--- config.mk ---
export PLATFORM = sky130hd
export DESIGN_NAME = cloud_spawner
export DESIGN_NICKNAME = d
export VERILOG_FILES = /design/src/rtl/cloud_spawner.sv
export SDC_FILE = /design/constraint.sdc
export NUM_CORES = 1
export LEC_CHECK = 0
export BUFFER_PORTS_ARGS = -buffer_cell sky130_fd_sc_hd__buf_2
export CAP_MARGIN = 15
export CORE_MARGIN = 2
export CORE_UTILIZATION = 25
export DETAILED_ROUTE_END_ITERATION = 10
export PLACE_DENSITY = 0.41
export SETUP_SLACK_MARGIN = 0.5
export SLEW_MARGIN = 10
export SYNTH_ARGS = -nofsm -noshare
export SYNTH_HDL_FRONTEND = slang
export SYNTH_SLANG_ARGS = --single-unit
--- constraint.sdc ---
create_clock -name frame_Clk -period 3.5 [get_ports frame_Clk]
set_input_delay 0.35 -clock frame_Clk [delete_from_list [all_inputs] [get_ports frame_Clk]]
set_output_delay 0.35 -clock frame_Clk [all_outputs]
set_load 0.1 [all_outputs]
--- src/rtl/cloud_spawner.sv ---
// Cloud slot spawner/scroller: spawns clouds at the right edge, scrolls them left per frame.
// Optional CLOUD_PARALLAX_EN: odd-index slots scroll at half speed (far layer).
module cloud_spawner #(
    parameter int unsigned NUM_SLOTS = 3,
    parameter int unsigned SPRITE_W  = 92,
    parameter int unsigned SCREEN_W  = 640,
    parameter int unsigned Y_MIN     = 40,
    parameter int unsigned Y_RANGE   = 64,
    parameter int unsigned GAP_MIN   = 60,
    parameter int unsigned GAP_MASK  = 63,
    parameter logic [15:0] LFSR_SEED = 16'hACE1
) (
    input  logic                     frame_Clk,
    input  logic                     Reset,
    input  logic                     enable,
    input  logic [2:0]               speed,
    output logic [NUM_SLOTS*11-1:0]  pos_x,
    output logic [NUM_SLOTS*10-1:0]  pos_y,
    output logic [NUM_SLOTS-1:0]     slot_valid,
    output logic                     spawn_pulse
);

    localparam int unsigned       GAP_W     = $clog2(GAP_MIN + GAP_MASK + 1);
    localparam logic [10:0]       SPAWN_X   = 11'(SCREEN_W);
    localparam logic signed [11:0] RETIRE_X = -12'(SPRITE_W);
    localparam logic [15:0]       LFSR_TAPS = 16'hB400;

    typedef enum logic {IDLE, ACTIVE} slot_state_t;

    slot_state_t      state_q [NUM_SLOTS];
    slot_state_t      state_d [NUM_SLOTS];
    logic [10:0]      x_q     [NUM_SLOTS];
    logic [10:0]      x_d     [NUM_SLOTS];
    logic [9:0]       y_q     [NUM_SLOTS];
    logic [9:0]       y_d     [NUM_SLOTS];
    logic [GAP_W-1:0] gap_cnt;
    logic [GAP_W-1:0] gap_d;
    logic [15:0]      lfsr_q;
    logic [15:0]      lfsr_d;
    logic             pulse_d;

    logic                 spawn_found;
    logic                 spawn_now;
    logic [NUM_SLOTS-1:0] spawn_sel;
    logic [3:0]           step;
    logic signed [11:0]   nx;

    always_ff @(posedge frame_Clk or posedge Reset) begin
        if (Reset) begin
            for (int unsigned i = 0; i < NUM_SLOTS; i++) begin
                state_q[i] <= IDLE;
                x_q[i]     <= SPAWN_X;
                y_q[i]     <= 10'(Y_MIN);
            end
            gap_cnt     <= GAP_W'(GAP_MIN);
            lfsr_q      <= LFSR_SEED;
            spawn_pulse <= 1'b0;
        end else begin
            for (int unsigned i = 0; i < NUM_SLOTS; i++) begin
                state_q[i] <= state_d[i];
                x_q[i]     <= x_d[i];
                y_q[i]     <= y_d[i];
            end
            gap_cnt     <= gap_d;
            lfsr_q      <= lfsr_d;
            spawn_pulse <= pulse_d;
        end
    end

    always_comb begin
        lfsr_d      = {1'b0, lfsr_q[15:1]} ^ ({16{lfsr_q[0]}} & LFSR_TAPS);
        gap_d       = gap_cnt;
        pulse_d     = 1'b0;
        spawn_found = 1'b0;
        spawn_sel   = '0;
        step        = '0;
        nx          = '0;
        for (int unsigned i = 0; i < NUM_SLOTS; i++) begin
            state_d[i] = state_q[i];
            x_d[i]     = x_q[i];
            y_d[i]     = y_q[i];
        end

        // Eligibility looks only at pre-edge state, so a slot retiring this frame waits a frame.
        for (int unsigned i = 0; i < NUM_SLOTS; i++) begin
            if (state_q[i] == IDLE && !spawn_found) begin
                spawn_found  = 1'b1;
                spawn_sel[i] = 1'b1;
            end
        end
        spawn_now = enable && (gap_cnt == '0) && spawn_found;

        if (enable) begin
            if (gap_cnt != '0) begin
                gap_d = gap_cnt - GAP_W'(1);
            end else if (spawn_found) begin
                gap_d   = GAP_W'(GAP_MIN) + GAP_W'(lfsr_q[13:8] & 6'(GAP_MASK));
                pulse_d = 1'b1;
            end

            for (int unsigned i = 0; i < NUM_SLOTS; i++) begin
`ifdef CLOUD_PARALLAX_EN
                step = (i % 2 == 1) ? 4'(({1'b0, speed} + 4'd1) >> 1) : {1'b0, speed};
`else
                step = {1'b0, speed};
`endif
                if (state_q[i] == ACTIVE) begin
                    nx = $signed({x_q[i][10], x_q[i]}) - $signed({8'b0, step});
                    if (nx <= RETIRE_X) begin
                        state_d[i] = IDLE;
                        x_d[i]     = SPAWN_X;
                    end else begin
                        x_d[i] = nx[10:0];
                    end
                end else if (spawn_now && spawn_sel[i]) begin
                    state_d[i] = ACTIVE;
                    x_d[i]     = SPAWN_X;
                    y_d[i]     = 10'(Y_MIN) + {4'b0, lfsr_q[5:0] & 6'(Y_RANGE - 1)};
                end
            end
        end
    end

    for (genvar g = 0; g < NUM_SLOTS; g++) begin : g_out
        assign pos_x[11*g +: 11] = x_q[g];
        assign pos_y[10*g +: 10] = y_q[g];
        assign slot_valid[g]     = (state_q[g] == ACTIVE);
    end

endmodule

==> results.md, run 1 <==
* Pin count of the biggest net entering global routing at 45
* Crit path launch type: flop
* Max Cap Viol at 0
* Layout cell share with drive strength beyond 1 at approximately 31%
* Most common cell after layout, fill and taps aside: buf_2
* CTS tree: built
* Core Area at 18090 sq um
* Synthesized area at 4648 sq um
* Die W at 140.4 um
* Global-route usage over all layers at 12.95%
* P_leak at roughly 2.5 nW
* Min Tclk post-route at roughly 2900 ps
* Synthesized netlist cell count at around 470
* Most frequent cells in the layout: 63 x buf_2, 51 x dfrtp_1, 38 x nand2_1
* Asr flop ratio synth at between 90% and 100%
* Gr ovfl total at 0
* Crit share post-route at 83.92%
* FF+latch area at between 2000 and 2500 sq um
* Comb power frac at a little under two fifths
* Hold slack at around 120 ps
* Clock power share at about 27%
* Path category of the worst min-delay check: primary input to asynchronous set/reset pin
* Per-cell routed wire length at between 15 and 20 um
* Internal at between 1.5 and 2 mW
* # fillers at roughly 1900
* DRT antenna net count at 0
* Die footprint at about 20000 sq um
* Endpoint class of the critical path: flop
* Main synth FF type: dfrtp_1
* VDD IR max at between 0.0002 and 0.00025 V
* Pwr/cell area at 623.3 nW/um^2
* Max Fclk at ~0.34 GHz
* RSZ-0062 raised after global routing: true
* Ant. Diodes at 0
* GPL Wtd Cong at 0.8656
* Slew @ Worst Pin at ~1000 ps
* TritonCTS Buffers at 9
* Worst EP arrival at about 3200 ps
* CP max-delay cell: or4_1
* Root Buffer: clkbuf_16
* Average size of a mapped cell at just under 10 sq um
* Drt first pass iters at 5
* DRC at 0
* Worst-path clk slew at around 70 ps
* Outcome: finished, final reports clean
* First-pass GRT wire length at slightly above 20 mm
* Worst skew pair latency at between 300 and 400 ps
* Area leader, netlist: dfrtp_1
* Worst path required time at between 3000 and 4000 ps
* Number of top-level pins at 73
* WL final at 12.57 mm
* Initial antenna violation count at 0
* CTS Sinks at 81
* Ranking of synthesized cells by area: dfrtp_1 31%, dfstp_2 14%, mux2_2 3.9%
* Initial DRC count at 252
* Post-DR vias/cell at a little over 5
* CP top delay family: simple AND/OR/NAND/NOR gates
* Yosys reg bits at 81
* Post-synthesis sequential area ratio at ~44%
* Die height at roughly 140 um
* Area growth syn-to-layout at 19.43%
* Synth unique cells at 68
* Number of global-route vias before repair at between 3000 and 4000
* Sw frac at 45.31%
* Share of power burned in registers at a little over a third
* Hold Vio Cnt, Final at 0
* Detailed-placement wirelength estimate at around 9 mm
* DR vias at approximately 3900
* Final setup vio count at 0
* Synth warnings at 0
* Starting Density at around 26%
* Slowest stage delay, CP at approximately 490 ps
* Cell chain of the critical path: inv_2 -> ha_2 -> fa_2 -> nand2b_4 -> or4_1 -> o32ai_2 -> o2111a_2 -> o221ai_4 -> or4_4 -> o221ai_2
* Multi-input gate area at ~2400 sq um
* Clock skew at around 7.4 ps
* Crit Path Class: flop to flop
* Port bufs at 63
* EDFF count, synth at 0
* Nets at 552
* Num rows at about 50
* CP Max Fanout at 7
* CTS HTree Levels at 3
* Final setup TNS at 0 ps
* Final slew viol count at 0
* CTS Buffer Depth at 2
* Worst slew margin at between 30% and 40%
* Net Switching at about 1.6 mW
* Yosys top cell area share at a little under a third
* Bufs and invs on worst path at 1
==> power groups by stage <==
stage	combinational [mW]	clock, mW	sequential (mW)
global placement	1.24	0	1.26
global route	1.35	1.02	1.26
finish	1.27	0.946	1.24
detailed placement	1.25	0	1.25
CTS	1.26	0.979	1.24
floorplan	0.569	0	1.71
==> cells in the mapped netlist (5+ instances only) <==
cell	number
o31ai_1	12
a21oi_1	22
buf_4	9
a21o_1	6
dfrtp_1	57
o21ai_0	20
xnor2_1	7
nand4_1	9
nand2_1	38
ha_1	12
clkbuf_1	20
nor4_1	8
nand3_1	13
or3_1	8
inv_1	26
nor2_1	33
nand2b_1	5
mux2_2	16
a31oi_1	6
nor2b_1	9
nor3_1	15
dfstp_2	24
or2_2	5
o21a_1	5
==> sequential cells by signal (all words and copies together) (netlist names) <==
| signal | flops |
|---|---|
| pos_y | 21 |
| lfsr_q | 16 |
| pos_x | 33 |
| spawn_pulse | 1 |
| gap_cnt | 7 |
| slot_valid | 3 |
==> timing repair <==
action                                  in CTS  in global routing
endpoints found under the hold margin        0                  0
pin swaps                                    0                  2
setup buffers                                0                  4
resized for setup                            1                  4
endpoints found under the setup margin       1                 14
hold buffers                                 0                  0
==> cells by family (layout without fill, tap and decap cells) <==
logic type | count (synthesis) | after routing | synth area share (%)
muxes | 19 | 19 | 4.522
DFF | 81 | 81 | 44.25
adders and majority gates | 15 | 15 | 4.522
xor gates and xnor gates | 11 | 11 | 2.073
AOI/OAI and AO/OA | 120 | 120 | 19.54
buffers and inverters | 59 | 114 | 5.572
and+or+nand+nor | 167 | 167 | 19.43
other | 1 | 9 | 0.08068
==> through the flow <==
stage | util, % | instance area, sq um | cells | power, mW | worst slack (ps)
2_1_floorplan | - | 4720 | 481 | 2.279 | 388.0
4_1_cts | 30.44 | 5505 | 761 | 3.478 | 505.6
6_report | 30.70 | 5552 | 765 | 3.460 | 562.6
3_5_place_dp | 28.74 | 5199 | 745 | 2.502 | 343.3
3_3_place_gp | 28.74 | 5199 | 745 | 2.502 | 375.4
5_1_grt | 30.70 | 5552 | 765 | 3.624 | 454.0
==> routing by layer <==
layer / track usage (%) / up-vias / share of wire, %
li1: - / 1842 / -
met1: 17.01 / 1888 / 46
met2: 19.81 / 123 / 45
met3: 4.410 / 17 / 6.8
met4: 4.732 / 0 / 2.3
met5: 0 / - / 0
==> final cells by class <==
class	instances	area share, %
multi-input combinational	341	43.66
clock buffer	9	4.057
tap	229	5.161
sequential	81	37.19
clock inverter	7	1.262
inverter	26	1.780
timing repair buffer	72	6.897
==> final timing paths <==
kind	from	to	slack (ps)	cells after the start
min in group frame_Clk	lfsr_q[7]$_DFF_PP1_	lfsr_q[6]$_DFF_PP1_	360	0
min reg2reg	lfsr_q[7]$_DFF_PP1_	lfsr_q[6]$_DFF_PP1_	360	0
max	pos_x[0]$_DFFE_PP0P_	pos_x[10]$_DFFE_PP0P_	560	10
max reg2reg	pos_x[0]$_DFFE_PP0P_	pos_x[10]$_DFFE_PP0P_	560	10
max in group asynchronous	Reset	pos_y[23]$_DFFE_PP1P_	2520	3
min	Reset	pos_x[22]$_DFFE_PP0P_	120	2
No activity file was read; power rests on OpenSTA's default activity.
==> run 2, diff against run 1 <==
==> constraint.sdc (replaced) <==
create_clock -name frame_Clk -period 2.9 [get_ports frame_Clk]
set_input_delay 0.29 -clock frame_Clk [delete_from_list [all_inputs] [get_ports frame_Clk]]
set_output_delay 0.29 -clock frame_Clk [all_outputs]
set_load 0.1 [all_outputs]
==> results.md, run 2 (synthesized netlist as in run 1, its figures left out) <==
* Clock skew at roughly 11 ps
* Worst skew pair latency at 350 ps
* Post-CTS Hold Fix Bufs at 0
* DR vias at slightly above 4000
* Hold Vio Cnt, Final at 0
* Ant. Diodes at 0
* Core Area at approximately 18000 sq um
* Min Tclk post-route at 2792 ps
* Crit share post-route at 96.27%
* Most common cell after layout, fill and taps aside: buf_2
* WL final at between 10 and 15 mm
* Pin count of the biggest net entering global routing at 50
* Starting Density at roughly a quarter
* Crit path launch type: flop
* CP Max Fanout at 3
* Max Cap Viol at 0
* Num rows at just under 50
* Max Fclk at 0.3582 GHz
* RSZ-0062 raised after global routing: true
* Path category of the worst min-delay check: primary input to asynchronous set/reset pin
* CTS tree: built
* CTS HTree Levels at 3
* R2r setup slk at roughly 110 ps
* Finished Cell Area at approximately 6300 sq um
* Final setup TNS at 0 ps
* Slew @ Worst Pin at between 700 and 800 ps
* Per-cell routed wire length at roughly 17 um
* Global-route usage over all layers at around 14%
* Max reg flops at 33
* Die height at 140.4 um
* Detailed-placement wirelength estimate at between 9 and 10 mm
* Worst path required time at about 3200 ps
* Layout cell share with drive strength beyond 1 at approximately 46%
* Port bufs at 63
* CTS Sinks at slightly above 80
* Number of top-level pins at between 70 and 80
* Endpoint class of the critical path: flop
* Drt first pass iters at 4
* DRC at 0
* GPL Wtd Cong at approximately 0.82
* Root Buffer: clkbuf_16
* Die W at ~140 um
* VDD IR max at about 0.00032 V
* Worst slew margin at 51.24%
* Initial antenna violation count at 0
* DRT antenna net count at 0
* Outcome: finished, final reports clean
* TritonCTS Buffers at 9
* P_leak at 2.891 nW
* Gr ovfl total at 0
* Number of global-route vias before repair at 3996
* Area growth syn-to-layout at 36.12%
* Pwr Total at roughly 4.3 mW
* Final setup vio count at 0
* Crit Path Class: flop to flop
* DP Area at approximately 5500 sq um
* Worst-path clk slew at 70 ps
* Final slew viol count at 0
* Worst EP arrival at 3050 ps
* Post-DR vias/cell at 5.018
* Nets at 602
* Die footprint at 19700 sq um
* First-pass GRT wire length at ~22 mm
* Most frequent cells in the layout: 64 x buf_2, 50 x buf_4, 45 x dfrtp_1
* Pwr/cell area at 683.1 nW/um^2
* CTS Buffer Depth at 2
* Initial DRC count at about 230
[run 2: cell types whose count changed in the layout (fill, tap and decap cells not counted), sizes merged]
cell    change
buf        +50
clkbuf      +1
clkinv      +2
inv         -3
[run 2: stage by stage]
step	instances	utilization (%)	hold slack [ps]	setup WS, ps
2_1_floorplan	481	-	345.2	-211.9
3_3_place_gp	765	30.36	349.0	49.62
3_5_place_dp	766	30.38	347.9	13.72
4_1_cts	807	33.68	45.50	114.1
5_1_grt	815	34.98	71.65	17.82
6_report	815	34.98	19.38	108.3
[run 2: power by group]
part	total, mW	internal [mW]	switching (mW)
clock	1.11	0.595	0.516
combinational	1.73	0.490	1.24
sequential	1.48	1.31	0.173
[run 2: path summary, 6_finish.rpt]
kind | end | from | cells after the start
hold / removal | pos_y[0]$_DFFE_PP0P_ | Reset | 2
min in group frame_Clk | lfsr_q[6]$_DFF_PP1_ | lfsr_q[7]$_DFF_PP1_ | 0
max in group asynchronous | lfsr_q[5]$_DFF_PP1_ | Reset | 3
hold reg to reg | lfsr_q[6]$_DFF_PP1_ | lfsr_q[7]$_DFF_PP1_ | 0
setup / recovery | pos_x[10]$_DFFE_PP0P_ | pos_x[0]$_DFFE_PP0P_ | 10
setup reg to reg | pos_x[10]$_DFFE_PP0P_ | pos_x[0]$_DFFE_PP0P_ | 10
[run 2: final cells by class]
type / instances / area (sq um)
Clock buffer: 10 / 229.0
Tap cell: 229 / 286.5
Fill cell: 1858 / 11760
Sequential cell: 81 / 2072
Clock inverter: 6 / 53.80
Multi-Input combinational cell: 341 / 2793
Inverter: 26 / 98.84
Timing Repair Buffer: 122 / 794.5
[run 2: timing repair]
item	CTS	global route
resized for setup	31	30
buffers inserted	24	8
cloned	1	0
pin swaps	24	15
setup endpoints to repair	34	46
[run 2: routing by layer]
| metal | wire (um) | track usage, % |
|---|---|---|
| met1 | 6370 | 19.83 |
| met2 | 6241 | 21.90 |
| met3 | 790 | 3.385 |
| met4 | 159 | 3.721 |
| met5 | 0 | 0 |
[run 2: critical path, stage by stage, from the launching register on]
cell,delay [ps]
dfrtp_2,370
inv_2,40
ha_4,150
fa_2,340
nand2b_4,150
or4_4,480
o32ai_2,200
o2111a_2,250
o221ai_4,110
or4_4,440
o221ai_2,160
==> run 3, diff against run 2 <==
--- a/config.mk
+++ b/config.mk
@@ -10,7 +10,7 @@
 export CORE_MARGIN = 2
 export CORE_UTILIZATION = 25
 export DETAILED_ROUTE_END_ITERATION = 10
-export PLACE_DENSITY = 0.41
+export PLACE_DENSITY = 0.46
 export SETUP_SLACK_MARGIN = 0.5
 export SLEW_MARGIN = 10
 export SYNTH_ARGS = -nofsm -noshare
==> results.md, run 3 (synthesized netlist as in run 1, its figures left out) <==
* CTS HTree Levels at 3
* Initial DRC count at around 170
* RSZ-0062 raised after global routing: true
* Num rows at roughly 50
* Gr ovfl total at 0
* Number of top-level pins at 73
* Layout Utilization at 34.36%
* Core Area at around 18000 sq um
* TritonCTS Buffers at 9
* Crit path launch type: flop
* Cells on worst reg2reg path at 10
* Layout cell share with drive strength beyond 1 at 43.98%
* Detailed-placement wirelength estimate at a little over 9 mm
* CTS tree: built
* Path category of the worst min-delay check: primary input to flop
* Hold Vio Cnt, Final at 0
* Global-route usage over all layers at a little over an eighth
* CTS Buffer Depth at 2
* Endpoint class of the critical path: flop
* Finished Cell Area at between 6000 and 7000 sq um
* Worst path required time at 3170 ps
* Max Cap Viol at 0
* Clock skew at around 8 ps
* Number of global-route vias before repair at roughly 4100
* Crit Path Class: flop to flop
* Max reg flops at 33
* Die W at 140.4 um
* CTS Sinks at 81
* Die footprint at approximately 20000 sq um
* CP Max Fanout at 2
* Outcome: finished, final reports clean
* Worst EP arrival at 3000 ps
* CP max-delay cell: or4_4
* VDD IR max at roughly 0.00040 V
* Pin count of the biggest net entering global routing at 54
* Crit share post-route at ~94%
* First-pass GRT wire length at 21.33 mm
* Most common cell after layout, fill and taps aside: buf_2
* Final setup vio count at 0
* DR vias at around 4000
* Initial antenna violation count at 0
* GPL Wtd Cong at 0.8952
* DP Area at between 5000 and 6000 sq um
* Max Fclk at between 0.3 and 0.4 GHz
* Final slew viol count at 0
* Post-DR vias/cell at 4.999
* Worst-path clk slew at roughly 70 ps
* Starting Density at roughly 26%
* Worst slew margin at 44.23%
* Most frequent cells in the layout: 63 x buf_2, 45 x dfrtp_1, 40 x buf_4
* Slew @ Worst Pin at about 840 ps
* P_leak at ~2.8 nW
* DRC at 0
* Non-filler cells, final at 802
* DRT antenna net count at 0
* Hold depth at 3
* Drt first pass iters at 6
* Nets at ~590
* Worst skew pair latency at around 350 ps
* Slowest stage delay, CP at 470 ps
* WL final at 13.08 mm
* Cell chain of the critical path: inv_2 -> ha_4 -> fa_2 -> nand2b_4 -> or4_4 -> o32ai_2 -> o2111a_2 -> o221ai_2 -> or4_4 -> o221ai_2
* Port bufs at 63
* Per-cell routed wire length at 16.31 um
* Min Tclk post-route at around 2700 ps
* Cells after DPL at ~760
* Die height at around 140 um
* Ant. Diodes at 0
* Pwr/cell area at 691.9 nW/um^2
* Area growth syn-to-layout at 33.70%
* Root Buffer: clkbuf_16
-- run 3: per-layer routing --
layer | up-vias | part of all wire, % | GRT usage, % | routed length [um]
li1 | 1922 | - | - | -
met1 | 1980 | 46 | 17.57 | 6050
met2 | 96 | 48 | 21.78 | 6235
met3 | 11 | 4.9 | 3.966 | 644
met4 | 0 | 1.1 | 3.721 | 147
met5 | - | 0 | 0 | 0
-- run 3: what timing repair did --
item | CTS | global route
hold buffers | 1 | 0
pin swaps | 12 | 18
gates resized for setup | 22 | 29
endpoints found under the setup margin | 40 | 54
hold endpoints to repair | 20 | 0
buffers inserted | 14 | 8
-- run 3: critical path: cells and delay by family (launching register included) --
family,cells,cell delay [ps]
flops,1,370
buf+inv,1,40
compound gates,4,700
simple gates,3,1050
fa+ha+maj,2,490
-- run 3: through the flow --
step	TNS, ps	setup slack (ps)	total power, mW	hold WS, ps
global placement	0	84.72	3.067	353.2
global route	0	75.71	4.513	365.5
finish	0	174.1	4.300	358.6
floorplan	-784.8	-211.9	2.775	345.2
detailed placement	0	54.06	3.074	347.3
CTS	0	164.4	4.279	352.2
-- run 3: where the power goes --
part / internal, mW / total (mW) / switching [mW]
combinational: 0.456 / 1.66 / 1.21
clock: 0.606 / 1.15 / 0.540
sequential: 1.31 / 1.49 / 0.184
-- run 3: final cells by class --
type	count	area (sq um)
multi-input combinational	341	2770
clock buffer	9	225.2
sequential	81	2072
timing repair buffer	109	690.7
tap	229	286.5
fill	1846	11870
clock inverter	7	71.32
inverter	26	98.84
-- run 3: worst paths after layout --
check	start	endpoint	slack (ps)
max	pos_x[0]$_DFFE_PP0P_	pos_x[10]$_DFFE_PP0P_	170
min	speed[0]	pos_x[11]$_DFFE_PP0P_	360
max reg2reg	pos_x[0]$_DFFE_PP0P_	pos_x[10]$_DFFE_PP0P_	170
min reg2reg	lfsr_q[6]$_DFF_PP1_	lfsr_q[5]$_DFF_PP1_	360
max in group asynchronous	Reset	pos_x[7]$_DFFE_PP1P_	1650
min in group asynchronous	Reset	lfsr_q[8]$_DFF_PP0_	520
